==> src/rtl/sys_arr_arbiter.sv <==
// sys_arr_arbiter: round-robin job arbiter that shares one sys_array among NREQ
// requesters. It grants one requester per job, routes that requester's operand
// beats into the array and exactly one job's result beats back, and then holds
// the array in soft reset for RST_CYC cycles between jobs.
// Optional feature: define SYS_ARR_ARB_TIMEOUT_EN to enable a watchdog that
// aborts a stalled job with a job_err pulse after TIMEOUT idle cycles.
module sys_arr_arbiter #(
  parameter int unsigned M       = 2,
  parameter int unsigned N       = 2,
  parameter int unsigned K       = 2,
  parameter int unsigned BW      = 2,
  parameter int unsigned NREQ    = 2,
  parameter int unsigned RST_CYC = 2,
  parameter int unsigned TIMEOUT = 1024
) (
  input  logic                   clk,
  input  logic                   nrst,
  input  logic [NREQ-1:0]        req,
  output logic [NREQ-1:0]        grant,
  output logic [NREQ-1:0]        job_done,
  output logic [NREQ-1:0]        job_err,
  output logic                   busy,
  input  logic [NREQ-1:0]        req_in_valid,
  output logic [NREQ-1:0]        req_in_ready,
  input  logic [NREQ*32*BW-1:0]  req_in_stream,
  output logic [NREQ-1:0]        resp_out_valid,
  input  logic [NREQ-1:0]        resp_out_ready,
  output logic [32*BW-1:0]       resp_out_stream,
  output logic                   arr_in_valid,
  input  logic                   arr_in_ready,
  output logic [32*BW-1:0]       arr_in_stream,
  input  logic                   arr_out_valid,
  output logic                   arr_out_ready,
  input  logic [32*BW-1:0]       arr_out_stream,
  output logic                   arr_nrst
);

  localparam int unsigned DW        = 32 * BW;
  localparam int unsigned IN_BEATS  = (M * N + K * N) / BW;
  localparam int unsigned OUT_BEATS = (M * K) / BW;
  localparam int unsigned CIW       = $clog2(IN_BEATS + 1);
  localparam int unsigned COW       = $clog2(OUT_BEATS + 1);
  localparam int unsigned RW        = $clog2(RST_CYC + 1);
  localparam int unsigned LW        = $clog2(NREQ);

  localparam logic [CIW-1:0] IN_LAST  = CIW'(IN_BEATS - 1);
  localparam logic [COW-1:0] OUT_LAST = COW'(OUT_BEATS - 1);
  localparam logic [RW-1:0]  RST_LAST = RW'(RST_CYC - 1);

  typedef enum logic [1:0] {
    IDLE,
    LOAD,
    COMPUTE,
    FLUSH
  } state_t;

  state_t          state_q, state_d;
  logic [NREQ-1:0] grant_q, grant_d;
  logic [LW-1:0]   last_q, last_d;
  logic [CIW-1:0]  in_cnt_q, in_cnt_d;
  logic [COW-1:0]  out_cnt_q, out_cnt_d;
  logic [RW-1:0]   rst_cnt_q, rst_cnt_d;
  logic [NREQ-1:0] job_done_q, job_done_d;
  logic [LW-1:0]   win_idx;
  logic            win_found;
  logic            in_hs;
  logic            out_hs;

  // last_q doubles as the owner index for the whole job, since it is set at grant time.
  assign in_hs  = (state_q == LOAD) && req_in_valid[last_q] && arr_in_ready;
  assign out_hs = (state_q == COMPUTE) && arr_out_valid && resp_out_ready[last_q];

  assign grant    = grant_q;
  assign job_done = job_done_q;
  assign busy     = (state_q != IDLE);
  assign arr_nrst = nrst & (state_q != FLUSH);

  // Round-robin search: first asserted request after last_q, cyclically.
  always_comb begin
    win_idx   = last_q;
    win_found = 1'b0;
    for (int unsigned i = 1; i <= NREQ; i++) begin
      if (!win_found && req[LW'((32'(last_q) + i) % NREQ)]) begin
        win_idx   = LW'((32'(last_q) + i) % NREQ);
        win_found = 1'b1;
      end
    end
  end

  // Combinational stream routing between the owner and the array.
  always_comb begin
    arr_in_valid    = 1'b0;
    req_in_ready    = '0;
    arr_out_ready   = 1'b0;
    resp_out_valid  = '0;
    arr_in_stream   = req_in_stream[32'(last_q) * DW +: DW];
    resp_out_stream = arr_out_stream;
    unique case (state_q)
      LOAD: begin
        arr_in_valid         = req_in_valid[last_q];
        req_in_ready[last_q] = arr_in_ready;
      end
      COMPUTE: begin
        resp_out_valid[last_q] = arr_out_valid;
        arr_out_ready          = resp_out_ready[last_q];
      end
      default: ;
    endcase
  end

`ifdef SYS_ARR_ARB_TIMEOUT_EN
  localparam int unsigned   WW      = $clog2(TIMEOUT + 1);
  localparam logic [WW-1:0] WD_LAST = WW'(TIMEOUT - 1);

  logic [WW-1:0]   wdog_q, wdog_d;
  logic [NREQ-1:0] job_err_q, job_err_d;

  assign job_err = job_err_q;
`else
  assign job_err = '0;
`endif

  // Next-state logic: arbitration, beat counting, flush timing.
  always_comb begin
    state_d    = state_q;
    grant_d    = grant_q;
    last_d     = last_q;
    in_cnt_d   = in_cnt_q;
    out_cnt_d  = out_cnt_q;
    rst_cnt_d  = rst_cnt_q;
    job_done_d = '0;
`ifdef SYS_ARR_ARB_TIMEOUT_EN
    job_err_d  = '0;
    wdog_d     = '0;
`endif
    unique case (state_q)
      IDLE: begin
        if (|req) begin
          grant_d   = NREQ'(1) << win_idx;
          last_d    = win_idx;
          in_cnt_d  = '0;
          out_cnt_d = '0;
          rst_cnt_d = '0;
          state_d   = LOAD;
        end
      end
      LOAD: begin
        if (in_hs) begin
          in_cnt_d = in_cnt_q + 1'b1;
          if (in_cnt_q == IN_LAST) state_d = COMPUTE;
        end
      end
      COMPUTE: begin
        if (out_hs) begin
          out_cnt_d = out_cnt_q + 1'b1;
          if (out_cnt_q == OUT_LAST) begin
            job_done_d = grant_q;
            state_d    = FLUSH;
          end
        end
      end
      FLUSH: begin
        if (rst_cnt_q == RST_LAST) begin
          grant_d = '0;
          state_d = IDLE;
        end else begin
          rst_cnt_d = rst_cnt_q + 1'b1;
        end
      end
      default: state_d = IDLE;
    endcase
`ifdef SYS_ARR_ARB_TIMEOUT_EN
    // Watchdog overrides the normal transition when no handshake arrives in time.
    if (state_q == LOAD || state_q == COMPUTE) begin
      if (in_hs || out_hs) begin
        wdog_d = '0;
      end else if (wdog_q == WD_LAST) begin
        job_err_d = grant_q;
        state_d   = FLUSH;
        rst_cnt_d = '0;
      end else begin
        wdog_d = wdog_q + 1'b1;
      end
    end
`endif
  end

  // Main state registers.
  always_ff @(posedge clk or negedge nrst) begin
    if (!nrst) begin
      state_q    <= IDLE;
      grant_q    <= '0;
      last_q     <= LW'(NREQ - 1);
      in_cnt_q   <= '0;
      out_cnt_q  <= '0;
      rst_cnt_q  <= '0;
      job_done_q <= '0;
    end else begin
      state_q    <= state_d;
      grant_q    <= grant_d;
      last_q     <= last_d;
      in_cnt_q   <= in_cnt_d;
      out_cnt_q  <= out_cnt_d;
      rst_cnt_q  <= rst_cnt_d;
      job_done_q <= job_done_d;
    end
  end

`ifdef SYS_ARR_ARB_TIMEOUT_EN
  // Watchdog counter and abort pulse registers.
  always_ff @(posedge clk or negedge nrst) begin
    if (!nrst) begin
      wdog_q    <= '0;
      job_err_q <= '0;
    end else begin
      wdog_q    <= wdog_d;
      job_err_q <= job_err_d;
    end
  end
`endif

endmodule

==> config.mk <==
export PLATFORM = sky130hd
export DESIGN_NAME = sys_arr_arbiter
export DESIGN_NICKNAME = d
export VERILOG_FILES = /design/src/rtl/sys_arr_arbiter.sv
export SDC_FILE = /design/constraint.sdc
export NUM_CORES = 1
export LEC_CHECK = 0
export ABC_AREA = 0
export CORE_AREA = 4 4 132 134
export DETAILED_ROUTE_END_ITERATION = 12
export DIE_AREA = 0 0 136 138
export GPL_TIMING_DRIVEN = 0
export PLACE_DENSITY = 0.64
export SETUP_SLACK_MARGIN = 0.1
export SYNTH_ARGS = -nofsm -noshare
export SYNTH_HDL_FRONTEND = slang
export SYNTH_SLANG_ARGS = --single-unit
==> constraint.sdc <==
create_clock -name clk -period 2.94 [get_ports clk]
set_input_delay 0.588 -clock clk [delete_from_list [all_inputs] [get_ports clk]]
set_output_delay 0.588 -clock clk [all_outputs]
set_load 0.05 [all_outputs]
==> results.json, run 1 <==
{
  "powerDensity_nw_per_um2": 723,
  "drive_above_1_share_pct": 30.2,
  "fill_cells": 1712,
  "grt_start_max_net_pins": 16,
  "leakagePower_nw": 2.30,
  "cap_violations": 0,
  "io_pins": 344,
  "ys.flop_type": "dfrtp_1",
  "drt_wl_total_mm": 11.1,
  "hpwl_mm": 9.85,
  "status": "complete, no violations",
  "cts_max_path_buffers": 2,
  "fin_nets": 730,
  "place_inst": 733,
  "multi_input_area_um2": 1270,
  "cp_slowest_cell": "dlygate4sd2_1",
  "coreArea_um2": 16300,
  "finalSetupViolCount": 0,
  "dieArea_um2": 18800,
  "cp_max_fo": 10,
  "ys_ff_latch": 14,
  "cts_buffers": 3,
  "synth-edff-count": 0,
  "firstDrtPassIters": 4,
  "maxSlewHeadroom_pct": 58.9,
  "fmax_mhz": 371,
  "final_cell_mix": "clkdlybuf4s50_1, buf_4, mux2_2, dlygate4sd2_1, dfrtp_1",
  "area_growth_pct": 139,
  "synth.avg_cell_area_um2": 9.35,
  "grt-ovfl-total": 0,
  "start_kind": "flip-flop",
  "hold_violations": 0,
  "cp.arrival_ps": 2110,
  "crit_buf_inv": 4,
  "seqCellArea_um2": 352,
  "worst_pin_slew_ps": 614,
  "die_x_um": 136,
  "syn_inst": 235,
  "clk_pin_slew_ps": 50,
  "htree_levels": 1,
  "die_y_um": 138,
  "grt_antenna_before_repair": 1,
  "fin_tns_setup_ps": 0,
  "viasPerCell": 3.67,
  "rows": 47,
  "final_common_cell": "clkdlybuf4s50_1",
  "layout_min_cycle_time_ps": 2700,
  "wl_per_cell_um": 15.1,
  "setup_slack_ps": 245,
  "final_area_um2": 5250,
  "drc_errors": 0,
  "hold_path_class": "in -> async",
  "ys_seq_area_share_pct": 16.0,
  "grt_pass1_vias": 2917,
  "gp_congestion": 0.799,
  "fin_skew_ps": 0.709,
  "fin_cells": 738,
  "start_util_pct": 13.5,
  "synthArstFlopShare_pct": 100,
  "cp_top_family": "buffers and inverters",
  "cts.sinks": 14,
  "clk_latency_ps": 250,
  "ir_drop_mv": 0.219,
  "post-route-period-util_pct": 91.7,
  "ant_nets": 0,
  "drtIter0Drc": 28,
  "slew_violations": 0,
  "rsz0062_at_grt": "no",
  "crit_chain": "buf_4 -> clkbuf_4 -> buf_4 -> and3_1 -> dlygate4sd2_1",
  "tritoncts": "yes",
  "dp_slack_ps": -270,
  "port_buffers": 277,
  "cpMostUsedCell": "buf_4",
  "cp.required_ps": 2350,
  "worst-setup-path-type": "reg -> out",
  "place_area_um2": 5250,
  "netlist_area_um2": 2200,
  "grt_first_pass_wirelength_mm": 15.9,
  "synth.distinct_cells": 32,
  "synth_warnings": 0,
  "cpPeakStageDelay_ps": 540,
  "clockRootBuffer": "clkbuf_16",
  "critPathCaptureType": "primary output",
  "vias": 2709,
  "grt_use_total_pct": 10.6
}
## where the power goes
group	internal [mW]	switching (mW)	total, mW	leakage (nW)
Combinational	1.18	2.01	3.19	2.07
Sequential	0.262	0.0530	0.315	0.181
Clock	0.206	0.0827	0.289	0.0442
## metal layers
metal	vias to the layer above	share of wire (%)	track usage, %
li1	1308	-	-
met2	168	53	20.8
met1	1224	34	10.5
met3	9	12	3.56
met5	-	0	0
met4	0	1.3	2.55
## state kept, by name (all words and copies together) (netlist names)
| register | count |
|---|---|
| out_cnt_q | 2 |
| job_done | 2 |
| rst_cnt_q | 2 |
| state_q | 2 |
| last_q | 1 |
| grant | 2 |
| in_cnt_q | 3 |
## cell type report
cell class | instances | share of cell area, %
diodes | 1 | 0.0477
plain buffers | 75 | 10.4
clock buffers | 4 | 1.69
inverters | 9 | 0.644
multi-input cells | 138 | 24.3
flip-flops and latches | 14 | 6.70
well taps | 220 | 5.25
repair buffers | 277 | 50.9
## cells in the mapped netlist, types with 2 or more instances
library cell  instances  area [um^2]
ha_1                 10          125
nor3_1                2         10.0
o21ai_1               5         25.0
mux2_2               64          721
nor2b_1               6         37.5
nand2_1               8         30.0
buf_2                 7         35.0
a22o_1                6         52.6
buf_4                67          503
and3_1                4         25.0
o21ai_0               4         20.0
o31ai_1               2         15.0
nor2_1               10         37.5
mux2i_1               2         20.0
inv_1                 9         33.8
dfrtp_1              13          325
## worst paths after layout
kind	from	endpoint	slack, ps	cells after the start
max in group asynchronous	nrst	last_q	2280	1
worst min-delay path	nrst	in_cnt_q[0]	350	1
worst max register to register	state_q[0]	state_q[1]	880	6
worst max-delay path	last_q	resp_out_valid[1]	240	5
worst min register to register	out_cnt_q[1]	out_cnt_q[1]	530	2
min in group clk	out_cnt_q[1]	out_cnt_q[1]	530	2
## cell families (layout without fill, tap and decap cells)
| kind of cell | after synthesis | in the layout | share of synthesized area, % |
|---|---|---|---|
| adder cells (fa/ha/maj) | 10 | 10 | 5.69 |
| flip-flops | 14 | 14 | 16.0 |
| AND/OR/NAND/NOR | 35 | 35 | 8.82 |
| other | 1 | 3 | 0.171 |
| AO/OA/AOI/OAI | 23 | 23 | 8.14 |
| buffers and inverters | 84 | 365 | 26.2 |
| multiplexers | 68 | 68 | 35.0 |
## repair_timing
item	4_1_cts	5_1_grt
pin swaps	0	0
setup endpoints to repair	70	8
gates cloned	0	0
gates resized for setup	73	12
buffers inserted	0	0
hold buffers	0	0
## through the flow
| stage | util (%) | hold slack [ps] | power, mW |
|---|---|---|---|
| detailed placement | 32.2 | 509 | 3.74 |
| floorplan | - | 292 | 2.67 |
| CTS | 32.3 | 357 | 3.85 |
| global route | 32.2 | 381 | 3.99 |
| finish | 32.2 | 347 | 3.79 |
| global placement | 32.2 | 505 | 3.70 |
(Power assumes the default switching activity.)
==> run 2, diff against run 1 <==
CORE_AREA = 4 4 133 135   (was 4 4 132 134)
DIE_AREA = 0 0 137 139   (was 0 0 136 138)
PLACE_DENSITY = 0.63   (was 0.64)
clock period = 3.09 ns   (was 2.94 ns; I/O delays follow)
==> run 2 against run 1 <==
- combinational power decreased by 2%
- register-to-register slack improved by 90 ps
- wire length grew 1.7%
- via count rose by 0.44%
- sequential share of layout area down 0.14 points
- total power decreased by 2.7%
- count of clock-buffer cells in the layout did not move
- largest power group unchanged
- highest routed layer unchanged
==> results.json, run 2 (synthesized netlist as in run 1, its figures left out) <==
{
  "status": "complete, no violations",
  "drc_errors": 0,
  "use_met3_pct": 3.30,
  "hpwl_mm": 9.94,
  "grt_first_pass_wirelength_mm": 15.5,
  "maxSlewHeadroom_pct": 62.6,
  "final_cell_mix": "clkdlybuf4s50_1, buf_4, mux2_2",
  "cts_max_path_buffers": 2,
  "gr-max-usage-layer": "met2",
  "drtIter0Drc": 44,
  "port_buffers": 277,
  "clk_pin_slew_ps": 50,
  "worst_pin_slew_ps": 560,
  "cts_setup_buffers": 0,
  "cp.arrival_ps": 2250,
  "critPathCaptureType": "primary output",
  "clk_latency_ps": 240,
  "p_total_mw": 3.69,
  "timing.rr.end": "state_q[1]",
  "fmax_mhz": 349,
  "gp_congestion": 0.778,
  "layout_min_cycle_time_ps": 2870,
  "grt_start_max_net_pins": 16,
  "ir_drop_mv": 0.295,
  "cts.sinks": 14,
  "tritoncts": "yes",
  "wl_per_cell_um": 15.4,
  "r2r-start": "state_q[0]",
  "leakagePower_nw": 2.50,
  "post-route-period-util_pct": 92.7,
  "grt_antenna_before_repair": 0,
  "dieArea_um2": 19000,
  "cap_violations": 0,
  "rows": 47,
  "finalSetupViolCount": 0,
  "slew_violations": 0,
  "drive_above_1_share_pct": 29.2,
  "largest_register": "in_cnt_q",
  "coreArea_um2": 16500,
  "fin_skew_ps": 1.73,
  "fin_cells": 737,
  "hold_path_class": "in -> async",
  "n_antenna_cell": 0,
  "start_kind": "flip-flop",
  "grt_use_total_pct": 10.2,
  "cts.hold.buffers_added": 0,
  "r2r_cells": 6,
  "grt.met1_usage_pct": 9.38,
  "largest_reg_flops": 3,
  "die_y_um": 139,
  "grt_pass1_vias": 2910,
  "cts_buffers": 3,
  "worst-setup-path-type": "reg -> out",
  "htree_levels": 1,
  "fill_cells": 1684,
  "die_x_um": 137,
  "final_common_cell": "clkdlybuf4s50_1",
  "grt-ovfl-total": 0,
  "powerDensity_nw_per_um2": 689,
  "viasPerCell": 3.69,
  "io_pins": 344,
  "fin_nets": 730,
  "clockRootBuffer": "clkbuf_16",
  "hold_violations": 0,
  "drt_wl_total_mm": 11.3,
  "vias": 2721,
  "cp_max_fo": 9,
  "cp.required_ps": 2470,
  "place_inst": 733,
  "grt_util_met2_pct": 21.9,
  "ff2ff_setup_slack_ps": 970,
  "rsz0062_at_grt": "no",
  "firstDrtPassIters": 4,
  "start_util_pct": 13.4,
  "ant_nets": 0,
  "area_growth_pct": 144
}
-- run 2: how the worst max path moves through the flow --
stage                           from           endpoint  slack [ps]  depth (start not counted)
after floorplan           state_q[1]       arr_in_valid         880                          4
after global placement          nrst           arr_nrst         -90                          3
after detailed placement        nrst           arr_nrst        -140                          3
after CTS                     last_q  arr_in_stream[60]         100                          4
after global routing      state_q[1]       arr_in_valid         100                          5
final                     state_q[1]       arr_in_valid         220                          5
-- run 2: layout make-up --
type	instances	area [um^2]	area share (%)
Multi-Input combinational cell	138	1270	23.8
Inverter	9	33.8	0.631
Tap cell	220	275	5.14
Buffer	75	547	10.2
Sequential cell	14	352	6.57
Clock buffer	4	88.8	1.66
Timing Repair Buffer	277	2780	52.0
-- run 2: where the power goes --
part	total [mW]	switching, mW	internal (mW)
clock network	0.270	0.0743	0.196
logic	3.12	1.92	1.19
registers	0.302	0.0533	0.249
total	3.69	2.05	1.64
-- run 2: worst max-delay path: stages, from the launching register on --
cell and delay [ps]:
dfrtp_1 430, inv_1 130, ha_1 160, buf_1 290
nor2b_1 180, clkdlybuf4s50_1 820
-- run 2: metrics by stage --
step | hold WS (ps) | setup TNS [ps] | util [%] | cell area [um^2] | setup WS [ps]
global route | 314 | 0 | 32.5 | 5360 | 101
finish | 285 | 0 | 32.5 | 5360 | 225
CTS | 530 | 0 | 32.1 | 5290 | 100
global placement | 505 | -87.7 | 31.9 | 5250 | -87.7
detailed placement | 517 | -136 | 31.9 | 5250 | -136
floorplan | 322 | 0 | - | 2200 | 880
-- run 2: layer usage --
metal / vias up / part of all wire, %
met5: - / 0
met4: 0 / 0.35
met3: 6 / 12
met2: 181 / 56
met1: 1227 / 31
li1: 1307 / -
-- run 2: timing repair --
item / in CTS / in global routing
endpoints found under the setup margin: 44 / 32
gates resized for setup: 43 / 30
endpoints found under the hold margin: 0 / 0
